--- config.mk ---
export PLATFORM = sky130hd
export DESIGN_NAME = cmp_minmax_tracker
export DESIGN_NICKNAME = d
export VERILOG_FILES = /design/src/rtl/cmp_minmax_tracker_pkg.sv /design/src/rtl/cmp_minmax_tracker_cmp.sv /design/src/rtl/cmp_minmax_tracker.sv
export SDC_FILE = /design/constraint.sdc
export NUM_CORES = 1
export LEC_CHECK = 0
export ABC_AREA = 1
export CAP_MARGIN = 10
export CORE_MARGIN = 2
export CORE_UTILIZATION = 53
export CTS_BUF_LIST = sky130_fd_sc_hd__clkbuf_16
export DETAILED_ROUTE_END_ITERATION = 16
export GPL_TIMING_DRIVEN = 0
export PLACE_DENSITY_LB_ADDON = 0.3
export SYNTH_ARGS = -nofsm -noshare
export SYNTH_HDL_FRONTEND = slang
export SYNTH_SLANG_ARGS = --single-unit
--- constraint.sdc ---
create_clock -name clk -period 1.9 [get_ports clk]
set_input_delay 0.285 -clock clk [delete_from_list [all_inputs] [get_ports clk]]
set_output_delay 0.285 -clock clk [all_outputs]
set_load 0.05 [all_outputs]
--- src/rtl/cmp_minmax_tracker_pkg.sv ---
// rtl/cmp_minmax_tracker_pkg.sv - shared state encoding and flag indices for the min/max tracker
package cmp_minmax_tracker_pkg;

    typedef enum logic [1:0] {
        EMPTY = 2'd0,
        TRACK = 2'd1,
        SAT   = 2'd2
    } state_e;

    // Bit positions inside the {greater, equal, less} comparison result
    localparam int GT     = 2;
    localparam int EQ     = 1;
    localparam int LT     = 0;
    localparam int FLAG_W = 3;

    localparam logic [FLAG_W-1:0] FLAG_GT = 3'b100;
    localparam logic [FLAG_W-1:0] FLAG_EQ = 3'b010;
    localparam logic [FLAG_W-1:0] FLAG_LT = 3'b001;

endpackage

--- src/rtl/cmp_minmax_tracker_cmp.sv ---
// rtl/cmp_minmax_tracker_cmp.sv - combinational unsigned magnitude comparator, one-hot {gt,eq,lt}
module cmp_minmax_tracker_cmp
    import cmp_minmax_tracker_pkg::*;
#(
    parameter int WIDTH = 8
) (
    input  logic [WIDTH-1:0]  a_i,
    input  logic [WIDTH-1:0]  b_i,
    output logic [FLAG_W-1:0] res_o
);

    // Exactly one bit is set for any pair of operands
    always_comb begin
        res_o     = '0;
        res_o[GT] = (a_i > b_i);
        res_o[EQ] = (a_i == b_i);
        res_o[LT] = (a_i < b_i);
    end

endmodule

--- src/rtl/cmp_minmax_tracker.sv ---
// rtl/cmp_minmax_tracker.sv - running max/min/count tracker with registered compare flags
module cmp_minmax_tracker
    import cmp_minmax_tracker_pkg::*;
#(
    parameter int WIDTH = 8,
    parameter int CNT_W = 8
) (
    input  logic             clk,
    input  logic             rst_n,
    input  logic             clear,
    input  logic             in_valid,
    output logic             in_ready,
    input  logic [WIDTH-1:0] in_data,
    output logic             out_valid,
    output logic [WIDTH-1:0] max_val,
    output logic [WIDTH-1:0] min_val,
    output logic [CNT_W-1:0] sample_cnt,
    output logic             V3,
    output logic             V2,
    output logic             V1,
    output logic             cnt_sat
);

    localparam logic [CNT_W-1:0] CNT_MAX = {CNT_W{1'b1}};

    state_e              state_q;
    logic                alive_q;
    logic                out_valid_q;
    logic [WIDTH-1:0]    max_q;
    logic [WIDTH-1:0]    min_q;
    logic [WIDTH-1:0]    prev_q;
    logic [CNT_W-1:0]    cnt_q;
    logic [CNT_W-1:0]    cnt_d;
    logic [FLAG_W-1:0]   flags_q;
    logic [FLAG_W-1:0]   res_prev;
    logic [FLAG_W-1:0]   res_max;
    logic [FLAG_W-1:0]   res_min;
    logic                accept;

    cmp_minmax_tracker_cmp #(.WIDTH(WIDTH)) u_cmp_prev (
        .a_i   (in_data),
        .b_i   (prev_q),
        .res_o (res_prev)
    );

    cmp_minmax_tracker_cmp #(.WIDTH(WIDTH)) u_cmp_max (
        .a_i   (in_data),
        .b_i   (max_q),
        .res_o (res_max)
    );

    cmp_minmax_tracker_cmp #(.WIDTH(WIDTH)) u_cmp_min (
        .a_i   (in_data),
        .b_i   (min_q),
        .res_o (res_min)
    );

    // alive_q keeps in_ready low until the first edge after reset release;
    // in_ready itself never depends on in_data
    always_comb begin
        in_ready = alive_q && (state_q != SAT) && !clear;
        accept   = in_valid && in_ready;
        cnt_d    = cnt_q + 1'b1;
    end

    // Tracker FSM with all results registered; clear beats accept, SAT blocks accept so the counter cannot wrap
    always_ff @(posedge clk or negedge rst_n) begin
        if (!rst_n) begin
            state_q     <= EMPTY;
            alive_q     <= 1'b0;
            out_valid_q <= 1'b0;
            max_q       <= '0;
            min_q       <= '1;
            prev_q      <= '0;
            cnt_q       <= '0;
            flags_q     <= '0;
        end else begin
            alive_q <= 1'b1;
            if (clear) begin
                state_q     <= EMPTY;
                out_valid_q <= 1'b0;
                max_q       <= '0;
                min_q       <= '1;
                prev_q      <= '0;
                cnt_q       <= '0;
                flags_q     <= '0;
            end else begin
                out_valid_q <= accept;
                if (accept) begin
                    prev_q <= in_data;
                    cnt_q  <= cnt_d;
                    case (state_q)
                        EMPTY: begin
                            max_q   <= in_data;
                            min_q   <= in_data;
                            flags_q <= FLAG_EQ;
                            state_q <= (cnt_d == CNT_MAX) ? SAT : TRACK;
                        end
                        default: begin
                            if (res_max == FLAG_GT) begin
                                max_q <= in_data;
                            end
                            if (res_min == FLAG_LT) begin
                                min_q <= in_data;
                            end
                            flags_q <= res_prev;
                            if (cnt_d == CNT_MAX) begin
                                state_q <= SAT;
                            end
                        end
                    endcase
                end
            end
        end
    end

    assign out_valid  = out_valid_q;
    assign max_val    = max_q;
    assign min_val    = min_q;
    assign sample_cnt = cnt_q;
    assign V3         = flags_q[GT];
    assign V2         = flags_q[EQ];
    assign V1         = flags_q[LT];
    assign cnt_sat    = (state_q == SAT);

endmodule

# Word-level counts from Yosys, hierarchy flattened
# Index checks and enable logic that the tools add are counted.
# word_totals
register_bits	39
latchBits	0
ramBits	0
mem_bits_ro	0
inputBits	12
out_inout_bits	30
wordCells	56
mem_count	0
# op_classes
add_sub_neg	1
multipliers	0
div_mod_pow	0
magnitude_cmp	6
eq_ne	8
shift	0
muxes	21
bitwise	0
reduce_logical	12
# ops
cell	count
8-bit two-way mux	12
8-bit == test	3
8-bit > comparator	3
8-bit less-than comparator	3
2-bit two-way mux	5
3-bit two-way mux	3
3-bit nonzero test	3
8-bit by 1-bit adder with 8-bit output (second input constant)	1
8-bit == test (second input constant)	1
2-bit AND reduction	3
3-bit by 1-bit == test with 1-bit output (second input constant)	1
3-bit == test (second input constant)	1
1-bit logical AND	3
2-bit == test (second input constant)	1
2-bit zero test	1
2-bit != test (second input constant)	1
2-bit nonzero test	1
1-bit zero test	1
1-bit two-way mux	1

# Logic depth before layout (Yosys ltp)
# Gate-level depths: netlist of run 1.
# logic_depth
word_depth	6
mapped_depth	13
ltp_nobuf	13

# Modules after synthesis
# Synthesis of run 1 repeated with hierarchy kept, for this count alone.
# hier_totals
hier_cells	293
hier_area_um2	2462.4
# by_module_without_submodules
module	instances	cells_each	area_per_inst_um2	seq_area_each_um2
cmp_minmax_tracker	1	179	1730.4	985.9
cmp_minmax_tracker_cmp	3	38	244.0	0.0

# Worst setup path after synthesis of run 1
# No wires, ideal clock.
# synth_path
path_kind	reg2reg
startpoint	register cnt_q[1] (netlist: sample_cnt[1])
endpoint	register state_q[0]
setup_ns	0.117
t_arrival_ns	1.716
required_time_ns	1.783
path_slack_ns	0.067
stages_incl_launch_ff	11
n_path_buf	0
period_less_slack_ns	1.833
cell_sequence	dfrtp_1 ha_1 nand2_1 o21ai_0 nand2_1 nor2_1 nand2_1 nand2_1 nand2_1 nand2_1 nand2_1
# synth_between
elab_chain_len	6
word_cells_on_any_way	8
classes_between	add/sub: 1; eq/ne: 1; mux: 4; reduce/logical: 2
# synth_lines
item	line_no	rtl
start, declared	cmp_minmax_tracker.sv:32	logic [CNT_W-1:0] cnt_q;
start signal, assigned	cmp_minmax_tracker.sv:91	cnt_q <= cnt_d;
8-bit by 1-bit adder with 8-bit output *	cmp_minmax_tracker.sv:63	cnt_d = cnt_q + 1'b1;
8-bit == test *	cmp_minmax_tracker.sv:97, cmp_minmax_tracker.sv:107	
2-bit two-way mux	cmp_minmax_tracker.sv:97	state_q <= (cnt_d == CNT_MAX) ? SAT : TRACK;
2-bit two-way mux	cmp_minmax_tracker.sv:92	case (state_q)
2-bit two-way mux	cmp_minmax_tracker.sv:89	if (accept) begin
2-bit two-way mux	cmp_minmax_tracker.sv:79	if (clear) begin
end signal, assigned	cmp_minmax_tracker.sv:97	
end, declared	cmp_minmax_tracker.sv:26	state_e state_q;
# Every way passes the cells marked *; elsewhere a longest branch is shown, timed or not. The select of a mux whose other input is x is not followed.
# A chain may end at the register's enable or synchronous reset.

# Worst setup path in the final report of run 1
# layout_path
startpoint	register cnt_q[3] (netlist: sample_cnt[3])
endpoint	output port sample_cnt[3]
# layout_lines
item	line_no	rtl
end, declared	cmp_minmax_tracker.sv:17	output logic [CNT_W-1:0] sample_cnt,
# No word-level cell between the ends.

==> results of run 1 <==
per-layer routing:
layer  vias to the layer above  track usage
met4                         0       0.0797
met2                        50        0.347
li1                       1030            -
met3                         4       0.0399
met1                       978        0.295
met5                         -            0
per-stage QoR:
| stage | cell area, um2 | std cells |
|---|---|---|
| global placement | 2850 | 386 |
| finish | 3020 | 394 |
| floorplan | 2380 | 294 |
| CTS | 2990 | 394 |
| detailed placement | 2840 | 386 |
| global route | 3020 | 394 |
logic make-up (layout without fill, tap and decap cells):
kind of cell,Yosys count,count (layout),synth area share
flip-flops,39,39,0.414
adder cells (fa/ha/maj),26,26,0.137
other,1,1,0.00157
buffers and inverters,52,100,0.0935
AND/OR/NAND/NOR,130,130,0.245
AO/OA/AOI/OAI,46,46,0.109
what timing repair did:
action | 4_1_cts | 5_1_grt
resized for setup | 10 | 8
gates cloned | 0 | 0
endpoints found under the setup margin | 10 | 17
cell type report:
type                       instances  area (um2)  share of cell area
clock buffer                       5         125              0.0414
buffer                             4        35.0              0.0116
clock inverter                     3        38.8              0.0128
timing repair buffer              40         393               0.130
inverter                          48         188              0.0621
tap                               52        65.1              0.0215
sequential                        39         986               0.326
multi-input combinational        203        1190               0.394
state kept, by name, indices dropped and copies added, names as in the netlist:
register,flops
prev_q,8
max_val,8
state_q,2
alive_q,1
flags_q,3
sample_cnt,8
out_valid,1
min_val,8
worst max-delay path by stage:
stage / to / from / slack, ps
after floorplan: state_q[0]$_DFFE_PN0P_ / sample_cnt[1]$_DFFE_PN0P_ / 70
after global placement: max_val[6]$_DFFE_PN0P_ / rst_n / -430
after detailed placement: min_val[7]$_DFFE_PN1P_ / in_data[7] / -250
after CTS: sample_cnt[2] / sample_cnt[2]$_DFFE_PN0P_ / 40
after global routing: max_val[1]$_DFFE_PN0P_ / in_data[2] / -10
final: sample_cnt[3] / sample_cnt[3]$_DFFE_PN0P_ / 50
power by group through the flow:
stage	registers, uW	logic, uW	clock network, uW
6_report	921	490	935
4_1_cts	921	487	939
3_5_place_dp	935	497	0
2_1_floorplan	1050	212	0
5_1_grt	927	543	971
3_3_place_gp	934	483	0
cells in the mapped netlist:
master / n
inv_4: 1
buf_4: 1
dfstp_2: 8
nor3_1: 1
or2_0: 1
inv_1: 46
a21oi_1: 12
nand4_1: 4
nand3_1: 7
ha_1: 26
conb_1: 1
nor2_4: 2
o21a_1: 2
nand3_2: 1
a31oi_2: 1
nand2_4: 3
dfrtp_1: 31
nor2_2: 8
inv_6: 1
o211ai_1: 1
buf_2: 1
o21ai_0: 18
nand2_1: 88
nor2_1: 11
buf_6: 2
nand2_2: 4
o21ai_1: 1
o22ai_1: 11
==> out/metrics.cfg, run 1 <==
[placed_design]
io_buffers=40
dpl.hpwl_mm=3.93
place_ws_ps=-252
place.gp.congestion=0.821

[cts]
cts_made_buffers=5
cts_root_buf=clkbuf_16
insertion_delay_ps=280
htree_num_levels=2
cts_tree=yes
cts.hold.buffers_added=0
cts.sinks=39
cts_buffer_depth=2
post_cts_buffers=0
clkTransAtPathRegs_ps=60

[logic_synthesis]
synth_top_cell_by_area=dfrtp_1
syn_area_mm2=0.00238
yosysTopAreaCellShare=0.326
syn_nets=332
ys_ff_latch=39
ys_seq_area_frac=0.414
avgSynthCellArea_um2=8.10
ys_types=28
synthTopCellsByArea=dfrtp_1, nand2_1, ha_1, dfstp_2, inv_1
yosysWarningCount=0
synthCells=294

[power_and_ir_drop]
ir_worst_vdd_v=0.000779
power.leakage_uw=0.00154
p_int_uw=1660
share_comb_of_total_power=0.209
power_uw=2350
clkPwrFrac=0.398
seq_power_share=0.393
power_switching_uw=683
p_sw_frac=0.291
p_per_area_mw_per_mm2=777

[global_route]
grt_pass1_vias=1902
grt_pass1_wl_mm=8.63
grt_use_total=0.216
grt_max_degree=40
antenna_found_initial=0
grt_overflow=0

[setup_path]
crit_fanout=7
rr_worst_depth=10
reg2reg_to=min_val[7]$_DFFE_PN1P_
crit_family=buffers and inverters
rrSetupSlack_ps=160
startpoint_type=flop
crit_arrival_ps=1570
worstPathCellList=clkdlybuf4s50_1
worst_path_max_delay_cell=clkdlybuf4s50_1
path_buf_inv=1
cp.depth=1
crit_path_end_kind=output port
cp.required_ps=1620
r2r_start=min_val[7]$_DFFE_PN1P_
critical-path-max-stage-delay_ps=840
crit_type=reg -> out

[final_layout]
area_growth_pct=26.9
nets=379
finish.utilization=0.694
drive_gt1_frac=0.123
fillers=365
num_antenna_cells=0
mostFrequentLayoutCell=nand2_1
layout_common_cells=nand2_1, inv_1, dfrtp_1

[detailed_routing]
drc=0
dr_wl_met3_um=265
dr.max_layer_used=met4
viasPerCell=5.23
post_drt_wl_per_cell_um=13.2
wirelength_mm=5.21
initialDrtViolationCount=170
ant_nets=0
wl_met1_mm=2.39
vias=2062
dr_wl_met2_mm=2.50
dr.pass1.iters=4

[sta]
tns_ps=0
finalCritPeriodShare=0.975
worst_slack_ps=46.6
drv_slew=0
worst_slew_pin_slew_ps=870
fmax_ghz=0.540
hold_violations=0
hold_slack_ps=124
slew_headroom=0.420
finClkSkew_ps=5.98
period_minus_slack_ps=1850
setup_viol=0

[floorplanning]
core_mm2=0.00435
ios=42
fp.dieH_um=71.0
dieArea_mm2=0.00504
die_x_um=71.0
initial_utilization=0.547
rows=24

[outcome]
status=completed

[run]
maxCapViolCount=0

[worst_hold_path]
hold_class=in -> async

No activity file was read; power rests on OpenSTA's default activity.
==> inputs of run 2 (changes only) <==
==> constraint.sdc (replaced) <==
create_clock -name clk -period 1.9 [get_ports clk]
set_input_delay 0.19 -clock clk [delete_from_list [all_inputs] [get_ports clk]]
set_output_delay 0.19 -clock clk [all_outputs]
set_load 0.05 [all_outputs]
==> run 2 against run 1 <==
Clock power fell by 0.4%. Die area did not move. First-iteration DRC count fell by 3.5%. Sequential power barely moved. Sequential share of layout area barely moved. Largest cell class unchanged. Highest routed layer unchanged.
==> out/metrics.cfg, run 2 (same netlist as run 1, synthesis figures left out) <==
[placed_design]
io_buffers=40  ; unchanged
place_ws_ps=-157  ; +95.0 ps
placed_area_mm2=0.00284  ; unchanged
place.gp.congestion=0.821  ; unchanged
dpl.hpwl_mm=3.93  ; unchanged

[setup_path]
startpoint=min_val[4]$_DFFE_PN1P_
crit_fanout=3  ; -4
crit_arrival_ps=1640  ; +70 ps
cp.required_ps=1710  ; +90 ps
rr_worst_depth=10  ; unchanged
rrSetupSlack_ps=150  ; about the same
worst_path_max_delay_cell=clkdlybuf4s50_1
r2r_start=min_val[7]$_DFFE_PN1P_
critical-path-max-stage-delay_ps=800  ; -40 ps
crit_path_end_kind=output port
crit_end=min_val[4]
crit_family=buffers and inverters
path_buf_inv=1  ; unchanged
crit_type=reg -> out
reg2reg_to=min_val[7]$_DFFE_PN1P_
worstPathCellList=clkdlybuf4s50_1
startpoint_type=flop
cp.depth=1  ; unchanged

[cts]
post_cts_buffers=0  ; unchanged
cts.sinks=39  ; unchanged
cts_made_buffers=5  ; unchanged
cts_root_buf=clkbuf_16
clkTransAtPathRegs_ps=60  ; about the same
cts_buffer_depth=2  ; unchanged
htree_num_levels=2  ; unchanged
cts_tree=yes
insertion_delay_ps=280  ; about the same

[sta]
setup_viol=0  ; unchanged
fmax_ghz=0.548  ; +1.5%
worst_slew_pin_slew_ps=871  ; +0.512 ps
tns_ps=0  ; unchanged
worst_slack_ps=73.7  ; +27.1 ps
period_minus_slack_ps=1830  ; -27.1 ps
finClkSkew_ps=3.95  ; -2.02 ps
hold_slack_ps=28.4  ; -95.9 ps
slew_headroom=0.419  ; about the same
rsz0062_at_grt=false
finalCritPeriodShare=0.961  ; -0.0143
hold_violations=0  ; unchanged
drv_slew=0  ; unchanged

[global_route]
antenna_found_initial=0  ; unchanged
grt_pass1_wl_mm=8.63  ; unchanged
grt_use_total=0.216  ; unchanged
grt_overflow=0  ; unchanged
grt_max_degree=40  ; unchanged
grt_pass1_vias=1902  ; unchanged

[power_and_ir_drop]
p_per_area_mw_per_mm2=780  ; +0.38%
power.leakage_uw=0.00149  ; -2.8%
clkPwrFrac=0.396  ; -0.002
ir_worst_vdd_v=0.000780  ; +0.10%
seq_power_share=0.392  ; about the same
share_comb_of_total_power=0.213  ; +0.004
p_int_uw=1680  ; +0.74%
power_switching_uw=679  ; -0.64%
p_sw_frac=0.288  ; -0.00284

[floorplanning]
core_mm2=0.00435  ; unchanged
dieArea_mm2=0.00504  ; unchanged
initial_utilization=0.547  ; unchanged
fp.dieH_um=71.0  ; unchanged
ios=42  ; unchanged
die_x_um=71.0  ; unchanged
rows=24  ; unchanged

[worst_hold_path]
hold_class=in -> async

[final_layout]
layout_common_cells=nand2_1, inv_1, clkdlybuf4s50_1
final_area_mm2=0.00302  ; about the same
num_antenna_cells=0  ; unchanged
area_growth_pct=26.8  ; about the same
nets=379  ; unchanged
drive_gt1_frac=0.123  ; unchanged
fillers=364  ; -0.27%
mostFrequentLayoutCell=nand2_1

[detailed_routing]
drc=0  ; unchanged
viasPerCell=5.21  ; -0.39%
dr.pass1.iters=4  ; unchanged
post_drt_wl_per_cell_um=13.2  ; about the same
ant_nets=0  ; unchanged
initialDrtViolationCount=164  ; -3.5%
vias=2054  ; -0.39%
wirelength_mm=5.21  ; about the same

[outcome]
status=completed

[run]
maxCapViolCount=0  ; unchanged

-- run 2: cell types whose count changed in the layout (fill, tap and decap cells not counted), sizes merged --
| cell | change |
|---|---|
| dlygate4sd2 | -9 |
| dlymetal6s2s | -3 |
| clkdlybuf4s50 | +12 |
-- run 2: final cells by class --
| class | count | area (um2) | share of cell area |
|---|---|---|---|
| timing repair buffer | 40 | 397 | 0.131 |
| clock buffer | 5 | 125 | 0.0414 |
| clock inverter | 3 | 38.8 | 0.0128 |
| buffer | 4 | 35.0 | 0.0116 |
| tap | 52 | 65.1 | 0.0215 |
| multi-input combinational | 203 | 1180 | 0.392 |
| inverter | 48 | 188 | 0.0622 |
| sequential | 39 | 986 | 0.327 |
-- run 2: worst min-delay path by stage --
stage,endpoint,depth (start not counted)
6_report,sample_cnt[4]$_DFFE_PN0P_,1
5_1_grt,sample_cnt[4]$_DFFE_PN0P_,1
4_1_cts,prev_q[2]$_DFFE_PN0P_,1
3_5_place_dp,sample_cnt[4]$_DFFE_PN0P_,1
3_3_place_gp,min_val[6]$_DFFE_PN1P_,2
2_1_floorplan,alive_q$_DFF_PN0_,0
-- run 2: repair_timing --
action / 4_1_cts / 5_1_grt
endpoints found under the setup margin: 1 / 16
gates resized for setup: 1 / 4
hold buffers: 0 / 0
-- run 2: power groups by stage --
stage               combinational (uW)  sequential (uW)  clock, uW
floorplan                          212             1050          0
global placement                   483              934          0
detailed placement                 497              935          0
CTS                                500              922        939
global route                       554              928        971
finish                             501              922        931
-- run 2: through the flow --
step / instances / utilization / power, uW
2_1_floorplan: 294 / - / 1260
3_5_place_dp: 386 / 0.653 / 1430
3_3_place_gp: 386 / 0.654 / 1420
4_1_cts: 394 / 0.690 / 2360
5_1_grt: 394 / 0.693 / 2450
6_report: 394 / 0.693 / 2350
-- run 2: routing by layer --
metal  track usage  part of all wire  vias up
li1              -                 -     1030
met1         0.295              0.45      953
met2         0.347              0.48       67
met3        0.0399             0.059        4
met4        0.0797            0.0092        0
met5             0                 0        -
